**src/rtl/booth_mult_seq_pkg.sv**
```systemverilog
// Shared types and sizing helpers for the sequential Booth multiplier family.
// Sizes depend on WIDTH, so modules derive theirs through the helper functions.
package mult_pkg;

  typedef enum logic {IDLE = 1'b0, RUN = 1'b1} state_t;

  function automatic int cnt_width(input int w);
    return $clog2(w + 2);
  endfunction

  function automatic int acc_width(input int w);
    return 2 * (w + 1) + 1;
  endfunction

  // Sizes for the default 32-bit MULT/MULTU datapath.
  localparam int WIDTH_DEF = 32;
  localparam int CNT_W     = cnt_width(WIDTH_DEF);
  localparam int ACC_W     = acc_width(WIDTH_DEF);

endpackage

```
**src/rtl/booth_mult_seq_if.sv**
```systemverilog
// Request/result bundle between the CPU control unit (master) and the multiplier (slave).
interface booth_mult_seq_if #(
  parameter int WIDTH = 32
);
  logic             start;
  logic             is_signed;
  logic [WIDTH-1:0] op_a;
  logic [WIDTH-1:0] op_b;
  logic             busy;
  logic             done;
  logic [WIDTH-1:0] hi;
  logic [WIDTH-1:0] lo;

  modport master (
    output start, is_signed, op_a, op_b,
    input  busy, done, hi, lo
  );

  modport slave (
    input  start, is_signed, op_a, op_b,
    output busy, done, hi, lo
  );
endinterface

```
**src/rtl/booth_mult_seq_step.sv**
```systemverilog
// One radix-2 Booth step: conditional add/subtract into P_hi, then arithmetic shift right by one.
// Accumulator layout is {P_hi[WIDTH:0], P_lo[WIDTH:0], q}.
module booth_r2_step
  import mult_pkg::*;
#(
  parameter int WIDTH = 32
) (
  input  logic [acc_width(WIDTH)-1:0] acc,
  input  logic [WIDTH:0]              mcand,
  input  logic [WIDTH:0]              neg_mcand,
  output logic [acc_width(WIDTH)-1:0] acc_next
);
  localparam int AW = acc_width(WIDTH);

  logic [WIDTH:0] p_hi;
  logic [WIDTH:0] p_hi_new;

  assign p_hi = acc[AW-1 -: WIDTH+1];

  always_comb begin
    p_hi_new = p_hi;
    case (acc[1:0])
      2'b01:   p_hi_new = p_hi + mcand;
      2'b10:   p_hi_new = p_hi + neg_mcand;
      default: p_hi_new = p_hi;
    endcase
  end

  // Shifting drops the old q; P_lo[0] becomes the next q.
  assign acc_next = {p_hi_new[WIDTH], p_hi_new, acc[WIDTH+1:1]};

endmodule

```
**src/rtl/booth_mult_seq.sv**
```systemverilog
// Sequential radix-2 Booth multiplier for MULT/MULTU: WIDTH+1 steps, signed or unsigned,
// with optional one-cycle completion when either operand is zero.
module booth_mult_seq
  import mult_pkg::*;
#(
  parameter int WIDTH      = 32,
  parameter bit EARLY_ZERO = 1'b1
) (
  input  logic              clock,
  input  logic              reset,
  booth_mult_seq_if.slave   bus
);
  localparam int CW = cnt_width(WIDTH);
  localparam int AW = acc_width(WIDTH);

  state_t           state;
  logic [CW-1:0]    count;
  logic [AW-1:0]    acc;
  logic [AW-1:0]    acc_next;
  logic [WIDTH:0]   mcand;
  logic [WIDTH:0]   neg_mcand;
  logic [WIDTH:0]   ext_a;
  logic [WIDTH:0]   ext_b;
  logic             busy_q;
  logic             done_q;
  logic [WIDTH-1:0] hi_q;
  logic [WIDTH-1:0] lo_q;

  // One extra bit lets the same signed datapath handle MULTU and the most-negative operands.
  assign ext_a = {bus.is_signed & bus.op_a[WIDTH-1], bus.op_a};
  assign ext_b = {bus.is_signed & bus.op_b[WIDTH-1], bus.op_b};

  booth_r2_step #(.WIDTH(WIDTH)) u_step (
    .acc       (acc),
    .mcand     (mcand),
    .neg_mcand (neg_mcand),
    .acc_next  (acc_next)
  );

  always_ff @(posedge clock) begin
    if (reset) begin
      state     <= IDLE;
      busy_q    <= 1'b0;
      done_q    <= 1'b0;
      hi_q      <= '0;
      lo_q      <= '0;
      count     <= '0;
      acc       <= '0;
      mcand     <= '0;
      neg_mcand <= '0;
    end else begin
      done_q <= 1'b0;
      case (state)
        IDLE: begin
          if (bus.start) begin
            if (EARLY_ZERO && (bus.op_a == '0 || bus.op_b == '0)) begin
              hi_q   <= '0;
              lo_q   <= '0;
              done_q <= 1'b1;
            end else begin
              mcand     <= ext_a;
              neg_mcand <= -ext_a;
              acc       <= {{(WIDTH+1){1'b0}}, ext_b, 1'b0};
              count     <= '0;
              busy_q    <= 1'b1;
              state     <= RUN;
            end
          end
        end
        RUN: begin
          acc   <= acc_next;
          count <= count + CW'(1);
          // Final step: the product is the low 2*WIDTH bits of {P_hi, P_lo}.
          if (count == CW'(WIDTH)) begin
            hi_q   <= acc_next[2*WIDTH:WIDTH+1];
            lo_q   <= acc_next[WIDTH:1];
            done_q <= 1'b1;
            busy_q <= 1'b0;
            state  <= IDLE;
          end
        end
        default: state <= IDLE;
      endcase
    end
  end

  assign bus.busy = busy_q;
  assign bus.done = done_q;
  assign bus.hi   = hi_q;
  assign bus.lo   = lo_q;

endmodule

```
**src/flat_wrapper.sv**
```systemverilog
// flat-port wrapper written by rule: the top's interface ports become plain ports
module booth_mult_seq_flat import mult_pkg::*;
#(
  parameter int WIDTH      = 32,
  parameter bit EARLY_ZERO = 1'b1
)
  (clock, reset, bus_start, bus_is_signed, bus_op_a, bus_op_b, bus_busy, bus_done, bus_hi, bus_lo);
  booth_mult_seq_if #(.WIDTH(WIDTH)) bus_i ();
  input  logic clock;
  input  logic reset;
  input wire logic [$bits(bus_i.start)-1:0] bus_start;
  input wire logic [$bits(bus_i.is_signed)-1:0] bus_is_signed;
  input wire logic [$bits(bus_i.op_a)-1:0] bus_op_a;
  input wire logic [$bits(bus_i.op_b)-1:0] bus_op_b;
  output wire logic [$bits(bus_i.busy)-1:0] bus_busy;
  output wire logic [$bits(bus_i.done)-1:0] bus_done;
  output wire logic [$bits(bus_i.hi)-1:0] bus_hi;
  output wire logic [$bits(bus_i.lo)-1:0] bus_lo;
  assign bus_i.start = bus_start;
  assign bus_i.is_signed = bus_is_signed;
  assign bus_i.op_a = bus_op_a;
  assign bus_i.op_b = bus_op_b;
  assign bus_busy = bus_i.busy;
  assign bus_done = bus_i.done;
  assign bus_hi = bus_i.hi;
  assign bus_lo = bus_i.lo;
  booth_mult_seq #(.WIDTH(WIDTH), .EARLY_ZERO(EARLY_ZERO)) u_core (.clock(clock), .reset(reset), .bus(bus_i));
endmodule
```
**config.mk**
```make
export PLATFORM = sky130hd
export DESIGN_NAME = booth_mult_seq_flat
export DESIGN_NICKNAME = d
export VERILOG_FILES = /design/src/rtl/booth_mult_seq_pkg.sv /design/src/rtl/booth_mult_seq_if.sv /design/src/rtl/booth_mult_seq_step.sv /design/src/rtl/booth_mult_seq.sv /design/src/flat_wrapper.sv
export SDC_FILE = /design/constraint.sdc
export NUM_CORES = 1
export LEC_CHECK = 0
export BUFFER_PORTS_ARGS = -buffer_cell sky130_fd_sc_hd__buf_2
export CAP_MARGIN = 10
export CORE_MARGIN = 2
export CORE_UTILIZATION = 25
export DETAILED_ROUTE_END_ITERATION = 8
export PLACE_DENSITY_LB_ADDON = 0.12
export REMOVE_ABC_BUFFERS = 1
export SYNTH_ARGS = -nofsm -noshare
export SYNTH_HDL_FRONTEND = slang
export SYNTH_HIERARCHICAL = 1
export SYNTH_SLANG_ARGS = --single-unit
```
**constraint.sdc**
```tcl
create_clock -name clock -period 4.35 [get_ports clock]
set_clock_uncertainty 0.05 [all_clocks]
set_input_delay 0.6525 -clock clock [delete_from_list [all_inputs] [get_ports clock]]
set_output_delay 0.6525 -clock clock [all_outputs]
set_load 0.02 [all_outputs]
```
==> flow_summary_export.csv, run 1 <==
group,metric,value,unit
worst_setup_path,arrival,4350,ps
clock_network,clock-sinks,205,
final_layout,drive_above_1_share,19.0,%
synth,synth.avg_cell_area,8.39,sq um
clock_network,cts_buffer_depth,3,
clock_network,clkLatencyLatePin,560,ps
synth,async_flop_share,0,%
worst_setup_path,slowest_delay,380,ps
synth,synth_top_flop_cell,"dfxtp_1",
synth,synth_area,11000,sq um
clock_network,htreeDepth,1,
grt,grt_pass1_wl,60400,um
sta,maxSlewHeadroom,25.3,%
sta,period_share,90.4,%
worst_setup_path,r2r-start,"u_core/acc[1]",
power_and_ir_drop,p_leak,0.00477,uW
grt,antenna_found_initial,1,
clock_network,holdBufCountCts,0,
synth,netlist.area_leader.share,37.2,%
worst_setup_path,crit_type,"reg2reg",
grt,first_global_vias,10100,
sta,worst_slack,418,ps
clock_network,cts-buffers-inserted,26,
die,start_util,25.5,%
die,die_h,214,um
worst_setup_path,crit_end,"u_core/acc[66]",
die,io_pins,134,
place,dp_slack,377,ps
synth,yosysSeqAreaShare,37.2,%
synth,synth_top_cell_by_area,"dfxtp_1",
synth,synth-seq-cells,205,
drt,wirelength,38400,um
hold_path,hold_path.class,"in2reg",
flow_run,drv_cap,0,
synth,synth_edf_count,0,
sta,rsz0062_at_grt,"no",
run_status,outcome,"completed",
power_and_ir_drop,ir_drop,0.222,mV
worst_setup_path,crit_start,"u_core/acc[1]",
worst_setup_path,cp-end-kind,"flip-flop",
die,die_w,214,um
clock_network,cts_tree,"done",
synth,netlist_instances,1314,
drt,avgViaCountPerCell,5.16,
sta,slew_violations,0,
final_layout,fill_cells,4604,
worst_setup_path,critPathRequiredTime,4770,ps
grt,overflow,0,
die,core_area,43300,sq um
place,placed_cell_area,12000,sq um
die,die-area,45800,sq um
final_layout,antenna_cells,0,
worst_setup_path,path_cells,"ha_2 -> buf_6 -> mux2_2 -> ha_1 -> a21oi_1 -> o21ai_1 -> a211oi_1 -> a2bb2oi_1 -> o2111ai_1 -> a31oi_1 -> xnor2_1 -> o32ai_1 -> nand2_1 -> o22ai_1",
worst_setup_path,worst_path_max_delay_cell,"ha_2",
worst_setup_path,r2r_slack,420,ps
grt,grt_max_degree,82,
final_layout,nets,1465,
drt,drt_iter0_drc,619,
synth,ys_types,74,
drt,dr.pass1.iters,5,
drt,wl_per_cell,19.5,um
place,port_buffers,133,
sta,max_freq,0.254,GHz
drt,num_vias,10100,
clock_network,path_clk_slew,60,ps
worst_setup_path,path_max_fanout,24,
synth,synth_area_leaders,"dfxtp_1 (37%), a32o_1 (5.8%), nand2_1 (5.6%)",
synth,ys_warn_count,6,
worst_setup_path,r2r_end,"u_core/acc[66]",
clock_network,cts_root_buffer,"clkbuf_16",
drt,detail-route-antenna-nets,0,
sta,tightestPinTransition,1120,ps
grt,grt_usage,16.3,%
worst_setup_path,rr_worst_depth,14,
sta,min_period,3930,ps
place,dp_hpwl,26100,um
sta,hold_viol_final,0,
worst_setup_path,start_kind,"flip-flop",
drt,drc,0,
sta,finalSetupViolCount,0,
place,finalWeightedCongestion,0.878,
die,rows,76,
final_layout,area_delta_synth_final,16.8,%
final_layout,postLayoutCellArea,12900,sq um
power_and_ir_drop,power_density,359,nW/um^2
[worst min-delay path by stage]
stage / start / cells past startpoint / slack [ps] / endpoint
finish: bus_op_a[0] / 3 / 330 / u_core/mcand[0]
global route: bus_op_a[0] / 3 / 320 / u_core/mcand[0]
CTS: bus_op_a[0] / 3 / 300 / u_core/mcand[0]
detailed placement: u_core/neg_mcand[19] / 2 / 410 / u_core/neg_mcand[19]
global placement: u_core/neg_mcand[28] / 2 / 400 / u_core/neg_mcand[28]
floorplan: u_core/neg_mcand[26] / 2 / 390 / u_core/neg_mcand[26]
[cells in the final DEF (no fill, tap or decap), types with 12 or more instances in the layout]
cell       count
xor2_1        22
clkbuf_16     26
xnor2_1       25
a21oi_1       94
a21o_1        13
ha_1          35
a22oi_1       30
nand2_1      164
o21ai_0       78
a32o_1        64
dfxtp_1      204
o31ai_1       12
inv_1         23
nor3_1        17
nor4_1        19
mux2_2        37
buf_4         32
o21ai_1       25
nor2_1        27
buf_2        132
nand3_1       61
o22ai_1       73
nand4_1       24
[layout make-up]
type,instances,area (sq um),area share [%]
Tap cell,585,732,5.68
Sequential cell,205,4110,31.9
Clock inverter,7,98.8,0.768
Inverter,24,90.1,0.700
Timing Repair Buffer,166,932,7.24
Clock buffer,39,729,5.66
Multi-Input combinational cell,937,6190,48.1
[metal layers]
layer  vias to the layer above  global-route usage [%]  wire length (um)
li1                       4966                       -                 -
met1                      4857                    24.1             19700
met2                       249                    24.2             15900
met3                        46                    2.70              1920
met4                         2                    4.38               803
met5                         -                       0                11
[power breakdown]
group / switching (uW) / internal (uW) / leakage, uW / total, uW
sequential: 50.1 / 1940 / 0.00167 / 1990
clock: 864 / 1270 / 0.000401 / 2140
combinational: 315 / 177 / 0.00270 / 492
total: 1230 / 3390 / 0.00477 / 4620
[flip-flops by register name, summed over array words and instances (netlist names)]
register          count
u_core/count          6
u_core/bus.lo        32
u_core/bus.hi        32
u_core/mcand         33
u_core/neg_mcand     32
u_core/bus.busy       1
u_core/bus.done       1
u_core/state          1
u_core/acc           67
[cell families (layout without fill, tap and decap cells)]
group	count (synthesis)	after routing	synth area share (%)
flops	205	205	37.2
mux	41	41	4.14
buf+inv	172	236	7.26
simple gates	367	367	16.3
xor+xnor	47	47	3.73
fa+ha+maj	37	37	4.27
compound gates	445	445	27.1
[cells in the mapped netlist (12+ instances only)]
master,instances
inv_1,23
nand4_1,24
o21ai_0,79
a21o_1,13
a22oi_1,30
ha_1,36
mux2_2,37
o21ai_1,26
nor4_1,19
a21oi_1,94
nand3_1,61
xnor2_1,25
nor3_1,17
nand2_1,164
clkbuf_1,96
o31ai_1,12
xor2_1,22
nor2_1,28
a32o_1,64
dfxtp_1,205
o22ai_1,73
buf_4,34
[worst max-delay path: cells and delay by family, from the launching register on]
kind                       cells  cell delay (ps)
AOI/OAI and AO/OA              8             1820
xor gates and xnor gates       1               80
adders and majority gates      2              750
buffers and inverters          1              290
DFF                            1              370
muxes                          1              370
and+or+nand+nor                1               90
[stage by stage]
step	hold slack (ps)	setup TNS, ps	utilization (%)	power (uW)	std cells
after detailed placement	411	0	27.8	2520	1917
after CTS	303	0	29.8	4680	1963
final	326	0	29.8	4620	1963
after global placement	403	0	27.8	2520	1916
after global routing	325	0	29.8	4820	1963
after floorplan	388	-46630	-	2290	1166
[what timing repair did]
| action | CTS | global route |
|---|---|---|
| buffers inserted | 0 | 0 |
| setup endpoints to repair | 0 | 1 |
| gates resized for setup | 0 | 1 |
Power figures use the tool's default switching activity.
==> run 2: changes to the inputs <==
--- a/config.mk
+++ b/config.mk
@@ -7,7 +7,7 @@
 export LEC_CHECK = 0
 export BUFFER_PORTS_ARGS = -buffer_cell sky130_fd_sc_hd__buf_2
 export CAP_MARGIN = 10
-export CORE_MARGIN = 2
+export CORE_MARGIN = 3
 export CORE_UTILIZATION = 25
 export DETAILED_ROUTE_END_ITERATION = 8
 export PLACE_DENSITY_LB_ADDON = 0.12
==> constraint.sdc (replaced) <==
create_clock -name clock -period 4.35 [get_ports clock]
set_clock_uncertainty 0.05 [all_clocks]
set_input_delay 0.6525 -clock clock [delete_from_list [all_inputs] [get_ports clock]]
set_output_delay 0.6525 -clock clock [all_outputs]
set_load 0.05 [all_outputs]
==> flow_summary_export.csv, run 2 (synthesis gave the netlist of run 1 again) <==
group,metric,value,unit
die,die_w,216,um
power_and_ir_drop,ir_drop,0.203,mV
clock_network,cts_resized,0,
drt,drt_iter0_drc,825,
place,dp_hpwl,26200,um
die,die_h,216,um
die,core_area,43400,sq um
clock_network,htreeDepth,1,
clock_network,cts_root_buffer,"clkbuf_16",
final_layout,largestRegisters,"u_core/acc: 67 flops, u_core/mcand: 33 flops",
worst_setup_path,arrival,4440,ps
sta,rsz0062_at_grt,"no",
final_layout,final_cells,1964,
final_layout,area_delta_synth_final,17.5,%
final_layout,largest_register_ff_count,67,
grt,antenna_found_initial,1,
die,io_pins,134,
worst_setup_path,cp-end-kind,"flip-flop",
drt,wirelength,39000,um
clock_network,post_cts_buffers,0,
flow_run,drv_cap,0,
worst_setup_path,r2r-start,"u_core/acc[0]",
final_layout,nets,1465,
die,die-area,46700,sq um
drt,avgViaCountPerCell,5.23,
sta,min_period,4030,ps
clock_network,clkLatencyLatePin,560,ps
final_layout,drive_above_1_share,19.5,%
drt,drc,0,
sta,slew_violations,0,
clock_network,cts-buffers-inserted,26,
final_layout,largest-register,"u_core/acc",
drt,detail-route-antenna-nets,0,
worst_setup_path,crit_start,"u_core/acc[0]",
grt,grt_usage,16.0,%
final_layout,layout_common_cells,"dfxtp_1 (204), nand2_1 (164), buf_2 (132), a21oi_1 (94), o21ai_0 (78)",
sta,finalSetupViolCount,0,
sta,hold_viol_final,0,
worst_setup_path,crit_type,"reg2reg",
worst_setup_path,critPathRequiredTime,4760,ps
clock_network,holdBufCountCts,0,
clock_network,clock-sinks,205,
grt,first_global_vias,9916,
hold_path,hold_path.class,"in2reg",
grt,grt_max_degree,70,
place,port_buffers,133,
drt,wl_per_cell,19.9,um
sta,tightestPinTransition,858,ps
hold_path,hp-start,"bus_op_a[1]",
die,rows,76,
drt,num_vias,10300,
grt,grt_pass1_wl,60000,um
place,dp_cells,1917,
drt,dr.pass1.iters,5,
place,finalWeightedCongestion,0.842,
run_status,outcome,"completed",
clock_network,path_clk_slew,60,ps
final_layout,final_common_cell,"dfxtp_1",
worst_setup_path,start_kind,"flip-flop",
die,start_util,25.4,%
clock_network,cts_tree,"done",
clock_network,cts_buffer_depth,3,
power_and_ir_drop,power_density,366,nW/um^2
final_layout,antenna_cells,0,
sta,hold_ws,337,ps
power_and_ir_drop,p_leak,0.00481,uW
sta,max_freq,0.248,GHz
sta,period_share,92.7,%
grt,overflow,0,
sta,maxSlewHeadroom,42.8,%
worst_setup_path,path_max_fanout,19,
## run 2: cell types whose count changed in the layout (fill, tap and decap cells not counted), sizes merged
cell      before  now
clkbuf        39   34
clkinvlp       1    2
clkinv         4    8
bufinv         2    3
## run 2: worst max-delay path: stages, from the launching register on
cell,delay (ps)
dfxtp_1,310
inv_1,60
ha_2,420
buf_12,230
mux2_2,360
ha_1,380
a21oi_1,290
o21ai_1,110
a211oi_1,370
a2bb2oi_1,270
o2111ai_1,190
a31oi_1,230
xnor2_1,80
o32ai_1,300
nand2_1,90
o22ai_1,160
## run 2: worst paths after layout
kind / endpoint / slack [ps] / depth (start not counted)
max: u_core/acc[65] / 320 / 15
min: u_core/mcand[1] / 340 / 3
max reg2reg: u_core/acc[65] / 320 / 15
min reg2reg: u_core/neg_mcand[26] / 410 / 2
## run 2: final cells by class
class / count / area, sq um
tap: 585 / 732
inverter: 24 / 90.1
multi-input combinational: 937 / 6200
clock inverter: 13 / 160
clock buffer: 34 / 721
timing repair buffer: 166 / 941
sequential: 205 / 4110
fill: 4620 / 30400
## run 2: where the power goes
group	switching, uW	internal (uW)
sequential	38.7	1940
clock	907	1350
combinational	329	178
total	1280	3460
## run 2: stage by stage
stage	power, uW	setup TNS, ps	util [%]	setup slack [ps]	area [sq um]
after floorplan	2290	-46630	-	-576	10300
after global placement	2530	0	27.8	472	12100
after detailed placement	2520	0	27.8	401	12100
after CTS	4820	0	29.9	355	12900
after global routing	4950	0	29.9	46.6	12900
final	4740	0	29.9	319	12900
## run 2: routing by layer
metal,part of all wire (%),track usage (%),vias up
met3,5.0,2.75,36
li1,-,-,4963
met5,0.033,0,-
met2,43,24.3,254
met4,1.5,3.24,2
met1,51,23.7,5009
==> run 3: changes to the inputs <==
--- a/config.mk
+++ b/config.mk
@@ -5,11 +5,12 @@
 export SDC_FILE = /design/constraint.sdc
 export NUM_CORES = 1
 export LEC_CHECK = 0
-export BUFFER_PORTS_ARGS = -buffer_cell sky130_fd_sc_hd__buf_2
+export BUFFER_PORTS_ARGS = -buffer_cell sky130_fd_sc_hd__buf_4
 export CAP_MARGIN = 10
 export CORE_MARGIN = 3
 export CORE_UTILIZATION = 25
 export DETAILED_ROUTE_END_ITERATION = 8
+export HOLD_SLACK_MARGIN = 0.08
 export PLACE_DENSITY_LB_ADDON = 0.12
 export REMOVE_ABC_BUFFERS = 1
 export SYNTH_ARGS = -nofsm -noshare
==> flow_summary_export.csv, run 3 (synthesis gave the netlist of run 1 again) <==
group,metric,value,unit
hold_path,hp-start,"bus_op_a[16]",
clock_network,post_cts_buffers,0,
final_layout,final_common_cell,"dfxtp_1",
clock_network,cts_root_buffer,"clkbuf_16",
worst_setup_path,path_cells,"ha_2 -> buf_4 -> buf_4 -> mux2_2 -> ha_1 -> nand2_1 -> o21ai_1 -> a211oi_1 -> a2bb2oi_1 -> o2111ai_1 -> a31oi_1 -> xnor2_1 -> o32ai_1 -> nand2_1 -> o22ai_1",
clock_network,holdBufCountCts,0,
die,start_util,25.4,%
die,core_area,43400,sq um
worst_setup_path,critPathRequiredTime,4770,ps
sta,hold_viol_final,0,
grt,overflow,0,
hold_path,hold_depth,3,
drt,drc,0,
die,rows,76,
place,finalWeightedCongestion,0.847,
worst_setup_path,arrival,4350,ps
final_layout,fill_cells,4645,
final_layout,largest_register_ff_count,67,
run_status,outcome,"completed",
sta,slew_violations,0,
power_and_ir_drop,switchingPower,1250,uW
hold_path,hold_path.class,"in2reg",
power_and_ir_drop,clkPwrFrac,48.5,%
worst_setup_path,crit_buf_inv,2,
sta,maxSlewHeadroom,45.0,%
final_layout,ff_latch_area,4110,sq um
clock_network,path_clk_slew,60,ps
final_layout,drive_above_1_share,19.5,%
place,dp_hpwl,26200,um
worst_setup_path,rr_worst_depth,15,
sta,min_period,3940,ps
power_and_ir_drop,p_int,3610,uW
final_layout,nets,1468,
final_layout,multiInputGateArea,6190,sq um
sta,worst_slack,414,ps
drt,top_layer_used,"met4",
drt,avgViaCountPerCell,5.13,
worst_setup_path,cp.depth,15,
worst_setup_path,cp-end-kind,"flip-flop",
drt,wirelength,38600,um
sta,max_freq,0.254,GHz
worst_setup_path,critPathTopFamily,"compound AO/OA/AOI/OAI gates",
worst_setup_path,slowest_delay,380,ps
place,dp_slack,397,ps
grt,antenna_found_initial,0,
final_layout,largest-register,"u_core/acc",
sta,finalSetupViolCount,0,
drt,dr.pass1.iters,5,
drt,num_vias,10100,
worst_setup_path,r2r_end,"u_core/acc[65]",
clock_network,cts-buffers-inserted,27,
drt,detail-route-antenna-nets,0,
clock_network,cts_resized,0,
grt,grt_max_degree,66,
place,port_buffers,133,
final_layout,antenna_cells,0,
clock_network,cts_buffer_depth,3,
grt,grt_pass1_wl,59800,um
power_and_ir_drop,ir_drop,0.222,mV
drt,wl_met3,1850,um
place,dp_cells,1919,
clock_network,clock-sinks,205,
sta,tightestPinTransition,825,ps
sta,period_share,90.5,%
drt,drt_iter0_drc,657,
clock_network,clkLatencyLatePin,550,ps
final_layout,layout_common_cells,"dfxtp_1 (204), buf_4 (168), nand2_1 (164), a21oi_1 (94), o21ai_0 (78)",
flow_run,drv_cap,0,
grt,first_global_vias,9869,
drt,wl_per_cell,19.6,um
worst_setup_path,start_kind,"flip-flop",
die,die_w,216,um
worst_setup_path,r2r_slack,410,ps
power_and_ir_drop,power_density,365,nW/um^2
power_and_ir_drop,power_frac_comb,10.7,%
die,io_pins,134,
die,die_h,216,um
final_layout,final_cells,1967,
drt,wl_met2,16500,um
die,die-area,46700,sq um
power_and_ir_drop,p_sw_share,25.7,%
sta,setup_tns,0,ps
clock_network,cts_tree,"done",
final_layout,largestRegisters,"u_core/acc: 67 flops, u_core/mcand: 33 flops",
hold_path,whs_endpoint,"u_core/mcand[16]",
power_and_ir_drop,p_leak,0.00487,uW
worst_setup_path,crit_type,"reg2reg",
clock_network,htreeDepth,1,
sta,rsz0062_at_grt,"no",
grt,grt_usage,15.9,%
worst_setup_path,r2r-start,"u_core/acc[1]",
drt,wl_met1,19500,um
worst_setup_path,path_max_fanout,15,
power_and_ir_drop,power_frac_seq,40.8,%
final_layout,area_delta_synth_final,20.7,%
worst_setup_path,worst_path_max_delay_cell,"mux2_2",
==> run 3: cell count changes in the layout (fill, tap and decap cells not counted) <==
cell,change
clkbuf_1,+3
clkbuf_8,+2
buf_4,+136
bufinv_16,+1
clkbuf_16,+1
buf_2,-132
a41oi_2,+1
clkinv_8,-1
clkinv_4,-1
clkinv_2,-5
buf_12,-2
a41oi_4,-1
inv_6,+1
==> run 3: final cells by class <==
type / count / area share, %
clock inverter: 8 / 1.12
tap: 585 / 5.50
sequential: 205 / 30.8
clock buffer: 40 / 5.89
multi-input combinational: 937 / 46.5
timing repair buffer: 168 / 9.47
inverter: 24 / 0.677
==> run 3: through the flow <==
stage	total power [uW]	util [%]	hold slack (ps)	instance area, sq um
3_3_place_gp	2540	28.5	394	12400
6_report	4860	30.7	335	13300
2_1_floorplan	2290	-	388	10300
5_1_grt	5060	30.7	339	13300
3_5_place_dp	2540	28.5	404	12400
4_1_cts	4940	30.7	307	13300
==> run 3: layer usage <==
layer	up-vias	GRT usage [%]
met5	-	0
met4	0	4.16
met3	42	2.63
met2	226	24.3
met1	4847	23.3
li1	4971	-
==> run 3: worst register-to-register path, stage by stage (launching register included) <==
cell	delay, ps
dfxtp_1	360
ha_2	340
buf_4	300
buf_4	240
mux2_2	380
ha_1	380
nand2_1	150
o21ai_1	70
a211oi_1	320
a2bb2oi_1	260
o2111ai_1	180
a31oi_1	230
xnor2_1	80
o32ai_1	290
nand2_1	90
o22ai_1	150
==> run 3: how the worst max path moves through the flow <==
stage          slack, ps              end     startpoint
6_report             410   u_core/acc[65]  u_core/acc[1]
5_1_grt               60   u_core/acc[66]  u_core/acc[1]
4_1_cts              370   u_core/acc[58]  u_core/acc[1]
3_5_place_dp         400   u_core/acc[58]  u_core/acc[1]
3_3_place_gp         470   u_core/acc[58]  u_core/acc[0]
2_1_floorplan       -580  u_core/count[2]    bus_op_a[0]
==> run 3: power by group through the flow <==
stage / Clock [uW] / Combinational (uW) / Sequential [uW]
after floorplan: 0 / 275 / 2010
after global placement: 0 / 516 / 2020
after detailed placement: 0 / 521 / 2020
after CTS: 2430 / 522 / 1980
after global routing: 2500 / 574 / 1990
final: 2360 / 519 / 1980
